--- config.mk ---
export PLATFORM = sky130hd
export DESIGN_NAME = tour_monitor
export DESIGN_NICKNAME = d
export VERILOG_FILES = /design/src/rtl/tour_monitor.sv
export SDC_FILE = /design/constraint.sdc
export NUM_CORES = 1
export LEC_CHECK = 0
export ABC_CLOCK_PERIOD_IN_PS = 6500
export CORE_MARGIN = 4
export CORE_UTILIZATION = 29
export DETAILED_ROUTE_END_ITERATION = 10
export SLEW_MARGIN = 20
export SYNTH_ARGS = -nofsm -noshare
export SYNTH_HDL_FRONTEND = slang
export SYNTH_SLANG_ARGS = --single-unit
--- constraint.sdc ---
create_clock -name clk -period 6.5 [get_ports clk]
set_input_delay 1.3 -clock clk [delete_from_list [all_inputs] [get_ports clk]]
set_output_delay 1.3 -clock clk [all_outputs]
set_load 0.02 [all_outputs]
--- src/rtl/tour_monitor.sv ---
// Knight's-tour monitor: tracks settled squares on a WxH board and
// flags off-board, illegal, revisit and timeout errors.
module tour_monitor #(
  parameter int BOARD_W = 5,
  parameter int BOARD_H = 5,
  parameter int COORD_W = 3,
  parameter int TIMEOUT_CLKS = 2_000_000,
  localparam int CNT_W = $clog2(BOARD_W*BOARD_H+1)
) (
  input  logic                       clk,
  input  logic                       rst,
  input  logic                       start,
  input  logic [COORD_W-1:0]         start_xx,
  input  logic [COORD_W-1:0]         start_yy,
  input  logic                       pos_vld,
  input  logic [COORD_W-1:0]         xx,
  input  logic [COORD_W-1:0]         yy,
  input  logic                       clr,
  output logic                       busy,
  output logic                       done,
  output logic                       err,
  output logic [2:0]                 err_code,
  output logic [CNT_W-1:0]           move_cnt,
  output logic [BOARD_W*BOARD_H-1:0] visited
);

  localparam int N     = BOARD_W*BOARD_H;
  localparam int IDX_W = $clog2(N);
  localparam int WD_W  = $clog2(TIMEOUT_CLKS+1);
  localparam int DW    = COORD_W+1;

  typedef enum logic [1:0] {
    S_IDLE,
    S_TRACK,
    S_DONE,
    S_ERR
  } state_e;

  state_e             state_q, state_d;
  logic [2:0]         code_q, code_d;
  logic [CNT_W-1:0]   cnt_q, cnt_d;
  logic [N-1:0]       vis_q, vis_d;
  logic [COORD_W-1:0] px_q, px_d;
  logic [COORD_W-1:0] py_q, py_d;
  logic [WD_W-1:0]    wd_q, wd_d;

  logic [DW-1:0]    dx, dy;
  logic [IDX_W-1:0] tgt_idx, st_idx;
  logic [N-1:0]     tgt_mask, st_mask;
  logic [CNT_W-1:0] cnt_inc;
  logic             on_board, st_on_board;
  logic             legal, hit;

  // Move geometry against the last accepted square
  always_comb begin
    dx = ({1'b0, xx} >= {1'b0, px_q})
       ? {1'b0, xx} - {1'b0, px_q}
       : {1'b0, px_q} - {1'b0, xx};
    dy = ({1'b0, yy} >= {1'b0, py_q})
       ? {1'b0, yy} - {1'b0, py_q}
       : {1'b0, py_q} - {1'b0, yy};
    legal = (dx == DW'(1) && dy == DW'(2))
         || (dx == DW'(2) && dy == DW'(1));
    on_board = (32'(xx) < BOARD_W)
            && (32'(yy) < BOARD_H);
    st_on_board = (32'(start_xx) < BOARD_W)
               && (32'(start_yy) < BOARD_H);
    tgt_idx = IDX_W'(32'(yy) * BOARD_W + 32'(xx));
    st_idx  = IDX_W'(32'(start_yy) * BOARD_W
                     + 32'(start_xx));
    tgt_mask = N'(1) << tgt_idx;
    st_mask  = N'(1) << st_idx;
    hit      = |(vis_q & tgt_mask);
    cnt_inc  = cnt_q + CNT_W'(1);
  end

  always_comb begin
    state_d = state_q;
    code_d  = code_q;
    cnt_d   = cnt_q;
    vis_d   = vis_q;
    px_d    = px_q;
    py_d    = py_q;
    wd_d    = wd_q;
    if (clr) begin
      state_d = S_IDLE;
      code_d  = 3'd0;
      cnt_d   = '0;
      vis_d   = '0;
      wd_d    = '0;
    end else begin
      unique case (state_q)
        S_IDLE: begin
          if (start && !st_on_board) begin
            state_d = S_ERR;
            code_d  = 3'd1;
            cnt_d   = '0;
          end else if (start) begin
            state_d = S_TRACK;
            vis_d   = st_mask;
            cnt_d   = CNT_W'(1);
            px_d    = start_xx;
            py_d    = start_yy;
            wd_d    = '0;
          end
        end
        S_TRACK: begin
          if (pos_vld) begin
            unique case (1'b1)
              !on_board: begin
                state_d = S_ERR;
                code_d  = 3'd1;
              end
              on_board && !legal: begin
                state_d = S_ERR;
                code_d  = 3'd2;
              end
              on_board && legal && hit: begin
                state_d = S_ERR;
                code_d  = 3'd3;
              end
              default: begin
                vis_d = vis_q | tgt_mask;
                cnt_d = cnt_inc;
                px_d  = xx;
                py_d  = yy;
                wd_d  = '0;
                if (cnt_inc == CNT_W'(N))
                  state_d = S_DONE;
              end
            endcase
          end else if (wd_q == WD_W'(TIMEOUT_CLKS-1)) begin
            state_d = S_ERR;
            code_d  = 3'd4;
          end else begin
            wd_d = wd_q + WD_W'(1);
          end
        end
        default: ;
      endcase
    end
  end

  always_ff @(posedge clk or posedge rst) begin
    if (rst) begin
      state_q <= S_IDLE;
      code_q  <= 3'd0;
      cnt_q   <= '0;
      vis_q   <= '0;
      px_q    <= '0;
      py_q    <= '0;
      wd_q    <= '0;
    end else begin
      state_q <= state_d;
      code_q  <= code_d;
      cnt_q   <= cnt_d;
      vis_q   <= vis_d;
      px_q    <= px_d;
      py_q    <= py_d;
      wd_q    <= wd_d;
    end
  end

  assign busy     = (state_q == S_TRACK);
  assign done     = (state_q == S_DONE);
  assign err      = (state_q == S_ERR);
  assign err_code = code_q;
  assign move_cnt = cnt_q;
  assign visited  = vis_q;

endmodule

; Yosys cells after proc, flatten, opt, wreduce, memory -nomap -nowiden
; Cells that the tools add are included.
[totals]
wordCells = 120
memories = 0
romBits = 0
latch_bits = 0
out_inout_bits = 36
ramBits = 0
reg_bits = 62
input_bits = 17
[op_classes]
shifts = 2
n_bitwise = 3
magnitude_cmp = 6
reduce_logical = 23
eq_ne = 24
n_addsub = 8
mux = 45
div = 0
n_mul = 2
[op_table]
columns = cell, count
row1 = 21-bit 2-to-1 mux, 6
row2 = 25-bit 2-to-1 mux, 5
row3 = 25-bit case mux with 2 select lines, 1
row4 = 1-bit by 5-bit << shifter with 25-bit output (first input constant), 2
row5 = 21-bit case mux with 2 select lines, 1
row6 = 3-bit 2-to-1 mux, 12
row7 = 25-bit bitwise AND, 1
row8 = 5-bit 2-to-1 mux, 5
row9 = 25-bit bitwise OR, 1
row10 = 25-bit OR reduction, 1
row11 = 21-bit by 1-bit adder with 21-bit output (second input constant), 1
row12 = 21-bit == test (second input constant), 1
row13 = 3-bit case mux with 2 select lines, 3
row14 = 3-bit by 3-bit subtractor with 4-bit output, 4
row15 = 3-bit inequality test (second input constant), 5
row16 = 2-bit 2-to-1 mux, 7
row17 = 3-bit < comparator (second input constant), 4
row18 = 4-bit inequality test (second input constant), 3
row19 = 4-bit AND reduction, 3
row20 = 5-bit by 3-bit adder with 5-bit output, 2
row21 = 3-bit by 3-bit multiplier with 5-bit output (second input constant), 2
row22 = 5-bit case mux with 2 select lines, 1
row23 = 5-bit AND reduction, 2
row24 = 3-bit case mux with 3 select lines, 1
row25 = 22 further kinds, 39

; Depth between registers and ports, before layout
[depth]
word_depth = 12
depth_mapped = 15
ltp_nobuf = 13

; Worst setup path after synthesis
; No wires, ideal clock.
[synth_path]
kind = input-to-reg
from = input yy[0]
to = register vis_q[16] (netlist: visited[16])
path_stages = 13
t_required_ns = 6.379
t_arrival_ns = 4.328
setup_time_ns = 0.121
path_slack_ns = 2.051
n_path_buf = 1
cell_sequence = ha_1 ha_1 inv_1 fa_1 xnor2_2 mux2_1 a2bb2oi_1 mux2i_1 nor3_4 a21oi_4 buf_4 nor3_1 o22a_1
[synth_via]
elab_chain_len = 10
word_cells_on_any_way = 29
cone_classes = 3 x add/sub / 1 x mul / 2 x order compare / 3 x eq/ne / 1 x shift / 5 x mux / 2 x bitwise / 12 x reduce/logical
[synth_rtl]
columns = item, line_no
row1 = from (decl), 17  ; input logic [COORD_W-1:0] yy,
row2 = "parallel branches: the longest is 10 deep, another holds 3-bit by 3-bit multiplier with 5-bit output", --
row3 = to (signal assigned), 157  ; vis_q <= vis_d;
row4 = to (decl), 42  ; logic [N-1:0] vis_q, vis_d;
; Parallel ways; which one is timed is not known. The select of a mux whose other input is x is not followed.
; A chain may end at the register's enable or synchronous reset.

; Final worst setup path
[layout_path]
from = input yy[2]
to = register wd_q[11]
[layout_via]
elab_chain_len = 10
word_cells_on_any_way = 24
cone_classes = 3 x add/sub / 1 x mul / 2 x order compare / 3 x eq/ne / 1 x shift / 1 x mux / 1 x bitwise / 12 x reduce/logical
[layout_rtl]
columns = item, line_no
row1 = "parallel branches: the longest is 7 deep, another holds 3-bit by 3-bit multiplier with 5-bit output", --
row2 = 3-bit OR reduction (no line) *, --
row3 = 4-bit inequality test (no line) *, --
row4 = 5-bit AND reduction (no line) *, --
row5 = to (signal assigned), 160  ; wd_q <= wd_d;
row6 = to (decl), 45  ; logic [WD_W-1:0] wd_q, wd_d;
; Every way passes the cells marked *.

==> run metrics <==
Initial Util=29.9%; GPL Wtd Cong=0.919; Fin Setup TNS=0 ns; Post-synth top flop=dfrtp_1; fillcell total=1,730; largest net degree at the start of global routing=63; Final Max Slew Viols=0; Vias/cell=5.55; CP peak stage delay=0.82 ns; share of cells above drive strength 1=5.29%; Max Cap Viol=0; Clock Tree Buf Depth=2; most frequent cell after synthesis=dfrtp_1; IO Port Bufs=52; Clock Power Share=30.6%; synth top area cells=dfrtp_1, ha_1, nand2_1; Area Overhead vs Synth=19.5%; type of origin of the critical path=input port; P per Cell Area=243 nW/µm²; Worst Path Max Fanout=21; Max-slew headroom=40.9%; Final Critical Period=5.38 ns; number of antenna violations at the first check in global routing=0; final-report setup violation count=0; Reg2Reg Depth=12; worst skew pair latency=0.33 ns; # hold bufs at CTS=0; syn_nets=631; H-tree Lvls=3; area share of the largest cell type after synthesis=31.1%; ys async rst share=100%; final worst setup slack=1.12 ns; RR Startpoint=px_q[0]; TritonCTS Buffers=9; Final HPWL DP=10,900 µm; die area=19,400 µm²; critical path class=input port to flip-flop; Final ANT Viol Nets=0; Place WS=0.800 ns; # IOs=53; Hold WC Path Type=flip-flop to flip-flop; total global routing overflow=0; DRC viols=0; clk_skew=0.0108 ns; Net Sw Power=0.551 mW; number of synthesized flops with an enable pin=0; antenna cells=0; die height=139 µm; Final #Nets=675; critical path endpoint category=flip-flop; worst setup path startpoint=yy[2]; unique cell type count in the Yosys netlist=67; Slowest-stage cell, CP=fa_1; Max Clk Rate=186 MHz; area leader, netlist=dfrtp_1; CTS tree=done; cell area after layout=5960 µm²; vias in the first global route=4,698; Die W=139 µm; worst-path cell chain=clkdlybuf4s50_1 > ha_1 > ha_1 > inv_1 > fa_1 > nand2b_1 > nor3_1 > nand2_1 > mux2_1 > o211a_1 > a31oi_4 > nor2_1 > o21ai_0; period utilisation layout=82.8%; r2r setup slk=3.00 ns; Seq/Total Area, Yosys=31.1%; Setup Buffers After CTS=0; Sequential Power Share=31.1%; Leak Pwr=2.44 nW; Vias=4,688; dpl cell area=5700 µm²; WL final=14,800 µm; clock-pin slew on the worst setup and hold paths=0.05 ns; DR pass1 iterations=5; root buf cell=clkbuf_16; Core ar.=16,700 µm²; RSZ-0062 raised after global routing=no; synth cell count leaders=dfrtp_1, nand2_1, nor3_1; internal power=0.900 mW; final hold viol count=0; flop and latch count out of synthesis=62; DR iter-0 viols=485; wire per inst=17.5 µm; syn_area_per_cell=8.68 µm²; most frequent CP cell=ha_1; Comb pwr share=38.3%; reg-to-reg endpoint=wd_q[19]; Global Route Usage Sum=15.2%; post_cts resized=0; synthesized area=4990 µm²; CP endpoint=wd_q[11]; Req. time, crit path=6.74 ns; post-synthesis cell count=575; switching share of power=38.0%; peak supply drop=0.138 mV; hold_sp=err_code[2]; first-pass GRT wire length=24,400 µm; Clock Sinks=62; row cnt=47; crit path DAT=5.62 ns; worst slew pin tran=0.886 ns; status=finished clean; synth warn=0
-- routing by layer --
layer  GRT usage, %  share of wire (%)
met5              0                  0
met4           5.20                2.3
met3           2.48                5.4
met2           24.3                 46
met1           21.0                 46
-- cells in the final DEF, fill, tap and decap left out, drive strengths merged, types with 12 or more instances in the layout --
| cell | instances |
|---|---|
| dfrtp | 62 |
| nand2 | 60 |
| clkdlybuf4s50 | 52 |
| nor3 | 39 |
| nor2 | 38 |
| inv | 34 |
| a21oi | 33 |
| ha | 31 |
| nand3 | 20 |
| mux2i | 20 |
| o21ai | 20 |
| a2bb2oi | 17 |
| a31oi | 17 |
| o21a | 14 |
| nand2b | 13 |
| clkbuf | 12 |
-- layout make-up --
class / instances / area (µm²) / share of cell area [%]
inverters: 34 / 128 / 2.14
flip-flops and latches: 62 / 1550 / 26.0
well taps: 220 / 275 / 4.62
repair buffers: 57 / 558 / 9.36
clock inverters: 4 / 22.5 / 0.378
multi-input cells: 455 / 3180 / 53.4
clock buffers: 12 / 246 / 4.13
-- worst min path at each step --
stage | end | slack, ns | cells past startpoint
6_report | err_code[2] | 0.50 | 1
4_1_cts | err_code[2] | 0.51 | 1
2_1_floorplan | wd_q[5] | 0.46 | 1
3_3_place_gp | err_code[2] | 0.47 | 1
3_5_place_dp | err_code[2] | 0.49 | 1
5_1_grt | err_code[2] | 0.51 | 1
-- registers in the layout, summed over array words and instances (netlist names) --
signal	flops
wd_q	21
px_q	3
py_q	3
state_q	2
move_cnt	5
err_code	3
visited	25
-- per-stage QoR --
stage	power (mW)	utilization (%)	hold WS (ns)	cells
floorplan	0.844	-	0.465	575
global placement	0.988	34.1	0.471	828
detailed placement	1.01	34.1	0.494	828
CTS	1.46	35.7	0.506	844
global route	1.54	35.7	0.510	844
finish	1.45	35.7	0.498	844
-- worst max-delay path: cells and delay by family --
kind                       cells  cell delay, ns
adders and majority gates      3            1.42
AOI/OAI and AO/OA              3            1.02
buffers and inverters          2            0.72
muxes                          1            0.30
and+or+nand+nor                4            0.84
-- kinds of logic (layout without fill, tap and decap cells) --
kind of cell,after synthesis,after routing,synth area share (%)
and+or+nand+nor,223,223,23.0
adders and majority gates,39,39,11.0
buffers and inverters,58,107,5.12
DFF,62,62,31.1
muxes,29,29,6.19
AOI/OAI and AO/OA,156,156,22.1
xor gates and xnor gates,8,8,1.55
-- power groups by stage --
stage | clock network (mW) | logic (mW) | registers, mW
floorplan | 0 | 0.386 | 0.458
global placement | 0 | 0.533 | 0.455
detailed placement | 0 | 0.550 | 0.456
CTS | 0.453 | 0.553 | 0.450
global route | 0.467 | 0.615 | 0.455
finish | 0.445 | 0.556 | 0.451
No activity file was read; power rests on OpenSTA's default activity.
